$ cat src/rtl/sniffer_fifo_pkg.sv
// Shared helpers for the sniffer stream FIFO.
// - ptr_width / level_width: address and occupancy widths for a given depth
// - ptr_inc: pointer increment that wraps at DEPTH-1 for any depth
package sniffer_fifo_pkg;

   // Address width needed to index DEPTH words (DEPTH >= 2).
   function automatic int unsigned ptr_width(input int unsigned depth);
      return $clog2(depth);
   endfunction

   // Width of a count that must reach DEPTH itself.
   function automatic int unsigned level_width(input int unsigned depth);
      return $clog2(depth + 1);
   endfunction

   // Explicit wrap so non-power-of-two depths work.
   function automatic int unsigned ptr_inc(input int unsigned ptr, input int unsigned depth);
      return (ptr == depth - 1) ? 0 : ptr + 1;
   endfunction

endpackage

$ cat src/rtl/sniffer_fifo_ram.sv
// Simple dual-port storage for the sniffer FIFO.
// Ports:
//   clk   - write clock
//   we    - write enable
//   waddr - write address
//   wdata - write word
//   raddr - read address (asynchronous read)
//   rdata - word at raddr
module sniffer_fifo_ram #(
   parameter int unsigned DATA_WIDTH = 8,
   parameter int unsigned DEPTH      = 256,
   parameter int unsigned AW         = 8
) (
   input  logic                  clk,
   input  logic                  we,
   input  logic [AW-1:0]         waddr,
   input  logic [DATA_WIDTH-1:0] wdata,
   input  logic [AW-1:0]         raddr,
   output logic [DATA_WIDTH-1:0] rdata
);

   logic [DATA_WIDTH-1:0] mem [DEPTH];

   always_ff @(posedge clk) begin
      if (we) begin
         mem[waddr] <= wdata;
      end
   end

   assign rdata = mem[raddr];

endmodule

$ cat src/rtl/sniffer_stream_fifo.sv
// Synchronous FIFO between the I2C sniffer front end and the UART transmitter.
// Any depth, registered or first-word-fall-through read, threshold flags,
// exact occupancy count, sticky error flags and synchronous flush.
// Ports:
//   clk, rst         - clock, asynchronous active-high reset
//   flush            - synchronous clear of pointers/level (errors kept)
//   clr_err          - clears overflow/underflow (a same-cycle set wins)
//   wr_en, wr_data   - write request and word
//   rd_en            - pop request
//   rd_data,rd_valid - read word and its qualifier
//   full, empty, almost_full, almost_empty - flags decoded from level
//   level            - occupancy 0..DEPTH
//   overflow, underflow - sticky error flags
module sniffer_stream_fifo
   import sniffer_fifo_pkg::*;
#(
   parameter int unsigned DATA_WIDTH    = 8,
   parameter int unsigned DEPTH         = 256,
   parameter int unsigned AFULL_THRESH  = DEPTH - 4,
   parameter int unsigned AEMPTY_THRESH = 4,
   parameter bit          FWFT          = 1'b0
) (
   input  logic                              clk,
   input  logic                              rst,
   input  logic                              flush,
   input  logic                              clr_err,
   input  logic                              wr_en,
   input  logic [DATA_WIDTH-1:0]             wr_data,
   input  logic                              rd_en,
   output logic [DATA_WIDTH-1:0]             rd_data,
   output logic                              rd_valid,
   output logic                              full,
   output logic                              empty,
   output logic                              almost_full,
   output logic                              almost_empty,
   output logic [level_width(DEPTH)-1:0]     level,
   output logic                              overflow,
   output logic                              underflow
);

   localparam int unsigned PW = ptr_width(DEPTH);
   localparam int unsigned LW = level_width(DEPTH);

   logic [PW-1:0]         wr_ptr_q, wr_ptr_d;
   logic [PW-1:0]         rd_ptr_q, rd_ptr_d;
   logic [LW-1:0]         level_q, level_d;
   logic [DATA_WIDTH-1:0] rd_data_q, rd_data_d;
   logic                  rd_valid_q, rd_valid_d;
   logic                  overflow_q, overflow_d;
   logic                  underflow_q, underflow_d;
   logic [DATA_WIDTH-1:0] ram_rdata;
   logic                  wr_acc, rd_acc, ram_we;

   // Flags come from the registered count only, so no input reaches an output.
   assign full         = (level_q == LW'(DEPTH));
   assign empty        = (level_q == '0);
   assign almost_full  = (32'(level_q) >= AFULL_THRESH);
   assign almost_empty = (32'(level_q) <= AEMPTY_THRESH);

   assign wr_acc = wr_en && !full;
   assign rd_acc = rd_en && !empty;
   assign ram_we = wr_acc && !flush;

   always_comb begin
      wr_ptr_d    = wr_ptr_q;
      rd_ptr_d    = rd_ptr_q;
      level_d     = level_q;
      rd_data_d   = rd_data_q;
      rd_valid_d  = 1'b0;
      overflow_d  = overflow_q;
      underflow_d = underflow_q;

      if (clr_err) begin
         overflow_d  = 1'b0;
         underflow_d = 1'b0;
      end

      if (flush) begin
         // Concurrent requests are dropped entirely, including error detection.
         wr_ptr_d = '0;
         rd_ptr_d = '0;
         level_d  = '0;
      end else begin
         if (wr_en && full) overflow_d = 1'b1;
         if (rd_en && empty) underflow_d = 1'b1;
         if (wr_acc) wr_ptr_d = PW'(ptr_inc(32'(wr_ptr_q), DEPTH));
         if (rd_acc) begin
            rd_ptr_d   = PW'(ptr_inc(32'(rd_ptr_q), DEPTH));
            rd_data_d  = ram_rdata;
            rd_valid_d = 1'b1;
         end
         unique case ({wr_acc, rd_acc})
            2'b10:   level_d = level_q + LW'(1);
            2'b01:   level_d = level_q - LW'(1);
            default: level_d = level_q;
         endcase
      end
   end

   always_ff @(posedge clk or posedge rst) begin
      if (rst) begin
         wr_ptr_q    <= '0;
         rd_ptr_q    <= '0;
         level_q     <= '0;
         rd_data_q   <= '0;
         rd_valid_q  <= 1'b0;
         overflow_q  <= 1'b0;
         underflow_q <= 1'b0;
      end else begin
         wr_ptr_q    <= wr_ptr_d;
         rd_ptr_q    <= rd_ptr_d;
         level_q     <= level_d;
         rd_data_q   <= rd_data_d;
         rd_valid_q  <= rd_valid_d;
         overflow_q  <= overflow_d;
         underflow_q <= underflow_d;
      end
   end

   sniffer_fifo_ram #(
      .DATA_WIDTH (DATA_WIDTH),
      .DEPTH      (DEPTH),
      .AW         (PW)
   ) u_ram (
      .clk   (clk),
      .we    (ram_we),
      .waddr (wr_ptr_q),
      .wdata (wr_data),
      .raddr (rd_ptr_q),
      .rdata (ram_rdata)
   );

   // FWFT shows the head word directly; zero when empty keeps reset/idle value clean.
   assign rd_data   = FWFT ? (empty ? '0 : ram_rdata) : rd_data_q;
   assign rd_valid  = FWFT ? !empty : rd_valid_q;
   assign level     = level_q;
   assign overflow  = overflow_q;
   assign underflow = underflow_q;

endmodule
$ cat config.mk
export PLATFORM = sky130hd
export DESIGN_NAME = sniffer_stream_fifo
export DESIGN_NICKNAME = d
export VERILOG_FILES = /design/src/rtl/sniffer_fifo_pkg.sv /design/src/rtl/sniffer_fifo_ram.sv /design/src/rtl/sniffer_stream_fifo.sv
export SDC_FILE = /design/constraint.sdc
export NUM_CORES = 2
export LEC_CHECK = 0
export CORE_AREA = 2 2 382 384
export CTS_CLUSTER_DIAMETER = 150
export DETAILED_ROUTE_END_ITERATION = 10
export DIE_AREA = 0 0 384 386
export GPL_ROUTABILITY_DRIVEN = 1
export PLACE_DENSITY = 0.75
export SETUP_SLACK_MARGIN = 0.02
export SLEW_MARGIN = 20
export SYNTH_ARGS = -nofsm -noshare
export SYNTH_HDL_FRONTEND = slang
export SYNTH_SLANG_ARGS = --single-unit
$ cat constraint.sdc
create_clock -name clk -period 3.4 [get_ports clk]
set_input_delay 0.51 -clock clk [delete_from_list [all_inputs] [get_ports clk]]
set_output_delay 0.51 -clock clk [all_outputs]
set_load 0.05 [all_outputs]
Word level (Yosys, flattened, before mapping). Memory sizes are Yosys's and may differ from the RTL's. A register that Yosys moved wholly into a read port is not among the register bits. Index checks and enable logic that the tools add are counted.

Bits in registers: 28. Memories: 1. Bits in writable memories: 2048.

Memories: u_ram.mem (depth 256, bits a word 8, read ports 1, clocked after memory_dff 1, wr ports 1, line sniffer_fifo_ram.sv:22) `logic [DATA_WIDTH-1:0] mem [DEPTH];`.

Muxes and demuxes: 18. Bitwise logic cells: 1. Add/sub/neg operators: 4. Order comparisons: 2. Reductions and logical operators: 13. Equality and inequality tests: 5.

Operators by type and width (count): two-way mux 8 bit (6); one-hot mux 9 bit (2 select lines) (1); adder 8 x 1 -> 8 bit, second input constant (2); == test 8 bit, second input constant (2); two-way mux 1 bit (10); adder 9 x 1 -> 9 bit, second input constant (1); == test 9 bit, second input constant (1); >= comparator 9 x 8 -> 1 bit, second input constant (1); <= comparator 9 x 3 -> 1 bit, second input constant (1); logical NOT 9 bit (1); two-way mux 9 bit (1); subtractor 9 x 1 -> 9 bit, second input constant (1); logical AND 1 bit (5); nonzero test 2 bit (2); logical NOT 1 bit (3); nonzero test 3 bit (1); == test 2 x 1 -> 1 bit, second input constant (1); == test 2 bit, second input constant (1); AND reduction 2 bit (1); NOT 1 bit (1).

Longest topological paths before layout.
Depth after elaboration: 6. Depth in mapped cells: 13. Depth with buffers taken out: 11.

By module. From an unflattened synthesis, not the netlist that was laid out.

Cell total of the unflattened synthesis: 3958. Area total of the unflattened synthesis: 81533.2 um^2.

Modules (own cells, without submodules): sniffer_fifo_ram (area an instance 79396.1 um^2, times used 1, sequential area each 61499.0 um^2, cells an instance 3725); sniffer_stream_fifo (area an instance 2137.0 um^2, times used 1, sequential area each 900.9 um^2, cells an instance 233).

Worst setup path before layout. OpenSTA, ideal clock, no wires.

Path type: reg2reg. Start: register level_q[3], in the netlist level[3]. End: register level_q[8], in the netlist level[8]. Setup slack: -73 ps. Setup time: 125 ps. Buffers on the path: 1. Cell stages (with the launch flop): 13. Arrival time: 3348 ps. Path through: dfrtp_1 > buf_2 > or4_1 > o31ai_4 > nor2_2 > xor2_1 > ha_1 > nor4_1 > nor3_1 > nor3_1 > o22ai_1 > a21oi_1 > mux2_2.

Cells in the longest elaborated chain, start to end: 6.

Ends and longest elaborated chain: start, declared (line sniffer_stream_fifo.sv:46) `logic [LW-1:0] level_q, level_d;`; start signal, assigned (line sniffer_stream_fifo.sv:112) `level_q <= level_d;`; parallel branches: the longest is 6 deep, another holds subtractor 9 x 1 -> 9 bit.

Parallel ways; which one is timed is not known. A chain may end at the register's enable or synchronous reset.

==> impl_metrics.json <==
{
  "track_usage_pct": 29.81,
  "synth.area.top_cells": "edfxtp_1 75%, mux4_2 13%, mux2i_1 1.8%",
  "initial_utilization_pct": 56.55,
  "grt_pass1_vias": 44290,
  "gp_congestion": 0.9545,
  "yosysMostFrequentCell": "edfxtp_1",
  "top_layer": "met5",
  "clkTransAtPathRegs_ns": 0.07,
  "synth_area_mm2": 0.08172,
  "p_leak_uw": 0.03030,
  "outcome": "finished, final reports clean",
  "via_per_inst": 6.702,
  "regArea_mm2": 0.06242,
  "hold_viol_final": 0,
  "pre_cts_ws_ns": -0.2800,
  "min_period_over_period_pct": 99.53,
  "design.core.area_mm2": 0.1445,
  "wl_um": 218500,
  "holdBufCountCts": 0,
  "nets": 4614,
  "clk_latency_ns": 0.85,
  "cp-start-kind": "register",
  "tritoncts": "done",
  "fp.dieArea_mm2": 0.1482,
  "maxSlewHeadroom_pct": 31.54,
  "io_pins": 38,
  "rsz0062_at_grt": "no",
  "n_fill_cell": 9022,
  "ys_types": 82,
  "avgSynthCellArea_um2": 20.54,
  "critPathArrivalTime_ns": 4.11,
  "met2WireLength_um": 101400,
  "route.vias.total": 44750,
  "drt-met1-wl_um": 77360,
  "critPathCaptureType": "register",
  "power_density_mw_per_mm2": 653.2,
  "finClkSkew_ns": 0.05721,
  "htree_levels": 4,
  "place_inst": 6307,
  "period_needed_ns": 3.384,
  "met3_length_um": 27820,
  "synth_top_area_cell": "edfxtp_1",
  "synth_warnings": 0,
  "dr.pass1.iters": 8,
  "ir_drop_mv": 0.5440,
  "setup_slack_ns": 0.01606,
  "antenna_found_initial": 6,
  "crit_type": "register to register",
  "postPlaceCellArea_mm2": 0.08865,
  "synth-seq-cells": 2084,
  "grt_max_degree": 127,
  "instances_no_fill": 6677,
  "drt_iter0_drc": 6805,
  "clkSinkCount": 2084,
  "synthCells": 3979,
  "cp_max_fo": 22,
  "ant_nets": 0,
  "synth_nets": 4001,
  "report.final.slew_viol_count": 0,
  "synthFlopType": "edfxtp_1",
  "async_flop_share_pct": 1.727,
  "power_uw": 62120,
  "drive_above_1_share_pct": 29.78,
  "yosysSeqAreaShare_pct": 76.35,
  "cap_viol_max_count": 0,
  "yosysTopAreaCellShare_pct": 75.25,
  "final_util_pct": 65.81,
  "cts_buffers": 196,
  "die_h_um": 386,
  "critPathRequiredTime_ns": 4.12,
  "cts_buffer_depth": 3,
  "port_buffers": 37,
  "hold_path_class": "input pin to async pin",
  "setup_violations": 0,
  "area_delta_synth_final_pct": 16.36,
  "worstMarginPinSlew_ns": 1.027,
  "post-dp-hpwl_um": 139600,
  "cts_root_buf": "clkbuf_16",
  "detail_route.wl_per_cell_um": 32.72,
  "dieWidth_um": 384,
  "synth_common_cells": "2048 x edfxtp_1, 466 x mux4_2, 317 x nor2_1, 146 x mux2i_1, 121 x nand2_1",
  "overflow": 0,
  "grt_first_pass_wirelength_um": 313700,
  "synth-edff-count": 2048,
  "post-route-cell-area_mm2": 0.09510,
  "drc": 0,
  "multi_input_area_mm2": 0.01805,
  "max_freq_ghz": 0.2955,
  "rows": 140
}
[metal layers]
| metal | up-vias | track usage [%] |
|---|---|---|
| li1 | 17770 | - |
| met1 | 22940 | 40.41 |
| met2 | 3400 | 45.46 |
| met3 | 630 | 8.050 |
| met4 | 10 | 14.28 |
| met5 | - | 0 |
[layout by cell type, fill, tap and decap left out, types with 8 or more instances in the layout]
cell type	count
nor2_1	316
mux2i_1	146
and3_1	19
buf_12	67
a221oi_1	13
clkinv_1	45
nor3_1	22
clkinv_2	31
clkbuf_8	8
nand4_1	33
clkbuf_16	196
o32ai_1	8
a21oi_1	33
o221ai_1	19
nor2b_1	14
nand2_1	121
a22oi_1	58
nand2b_1	14
o22ai_1	34
a211oi_1	13
o211ai_1	10
mux4_2	466
clkdlybuf4s50_1	26
clkbuf_1	50
ha_1	8
edfxtp_1	2048
a31oi_1	16
dfrtp_1	30
mux2_2	21
bufinv_16	18
and2_1	10
buf_4	546
nand3_1	62
o21ai_0	33
xor2_1	8
[cell type report]
| class | count | area share [%] |
|---|---|---|
| repair buffers | 650 | 6.140 |
| multi-input cells | 1648 | 18.98 |
| flip-flops and latches | 2084 | 65.64 |
| clock inverters | 118 | 1.312 |
| diodes | 2 | 0.005263 |
| clock buffers | 246 | 5.355 |
| inverters | 12 | 0.04737 |
| well taps | 1917 | 2.522 |
[through the flow]
step                setup TNS [ns]  hold WS, ns
CTS                              0       0.1545
detailed placement         -0.5460       0.5126
floorplan                        0       0.4938
finish                           0       0.1892
global route                     0       0.2244
global placement           -0.7750       0.5113
[worst paths after layout]
kind                                    startpoint                    endpoint  slack (ns)  cells past startpoint
max in group asynchronous                      rst     wr_ptr_q[5]$_DFFE_PP0P_        2.48                      3
min in group clk                        wr_data[3]  u_ram.mem[24][3]$_DFFE_PP_        0.30                      1
min                                            rst        level[0]$_DFFE_PP0P_        0.19                      2
min reg2reg                wr_ptr_q[5]$_DFFE_PP0P_     wr_ptr_q[5]$_DFFE_PP0P_        0.53                      1
max                        rd_ptr_q[1]$_DFFE_PP0P_      rd_data[2]$_DFFE_PP0P_        0.02                      9
max reg2reg                rd_ptr_q[1]$_DFFE_PP0P_      rd_data[2]$_DFFE_PP0P_        0.02                      9
[critical path, stage by stage (launching register included)]
cell     delay [ns]
dfrtp_4        0.70
buf_4          0.24
buf_4          0.35
mux4_2         0.38
mux2i_1        0.33
o22ai_1        0.17
a31oi_2        0.42
buf_4          0.20
nand4_1        0.09
o32a_1         0.35
[sequential cells by signal, summed over array words and instances, names as in the netlist]
signal / cells
u_ram.mem: 2048
level: 9
rd_data: 8
rd_ptr_q: 8
wr_ptr_q: 8
overflow: 1
rd_valid: 1
underflow: 1
[logic make-up after synthesis]
kind of cell               after synthesis  share of synthesized area [%]
muxes                                  639                          15.11
adders and majority gates                8                         0.1225
and+or+nand+nor                        684                          3.922
buffers and inverters                  247                          1.658
AOI/OAI and AO/OA                      304                          2.692
DFF                                   2084                          76.35
xor gates and xnor gates                13                         0.1393
[repair_timing]
item,4_1_cts,5_1_grt
setup endpoints to repair,6,3
resized for setup,5,6
buffers inserted,4,0
pin swaps,0,1
[where the power goes]
part           switching [uW]  total, uW  leakage, uW  internal (uW)
Combinational            6380      11900      0.00838           5480
Sequential                288      28600       0.0189          28300
Clock                    9570      21600      0.00307          12100
No activity file was read; power rests on OpenSTA's default activity.
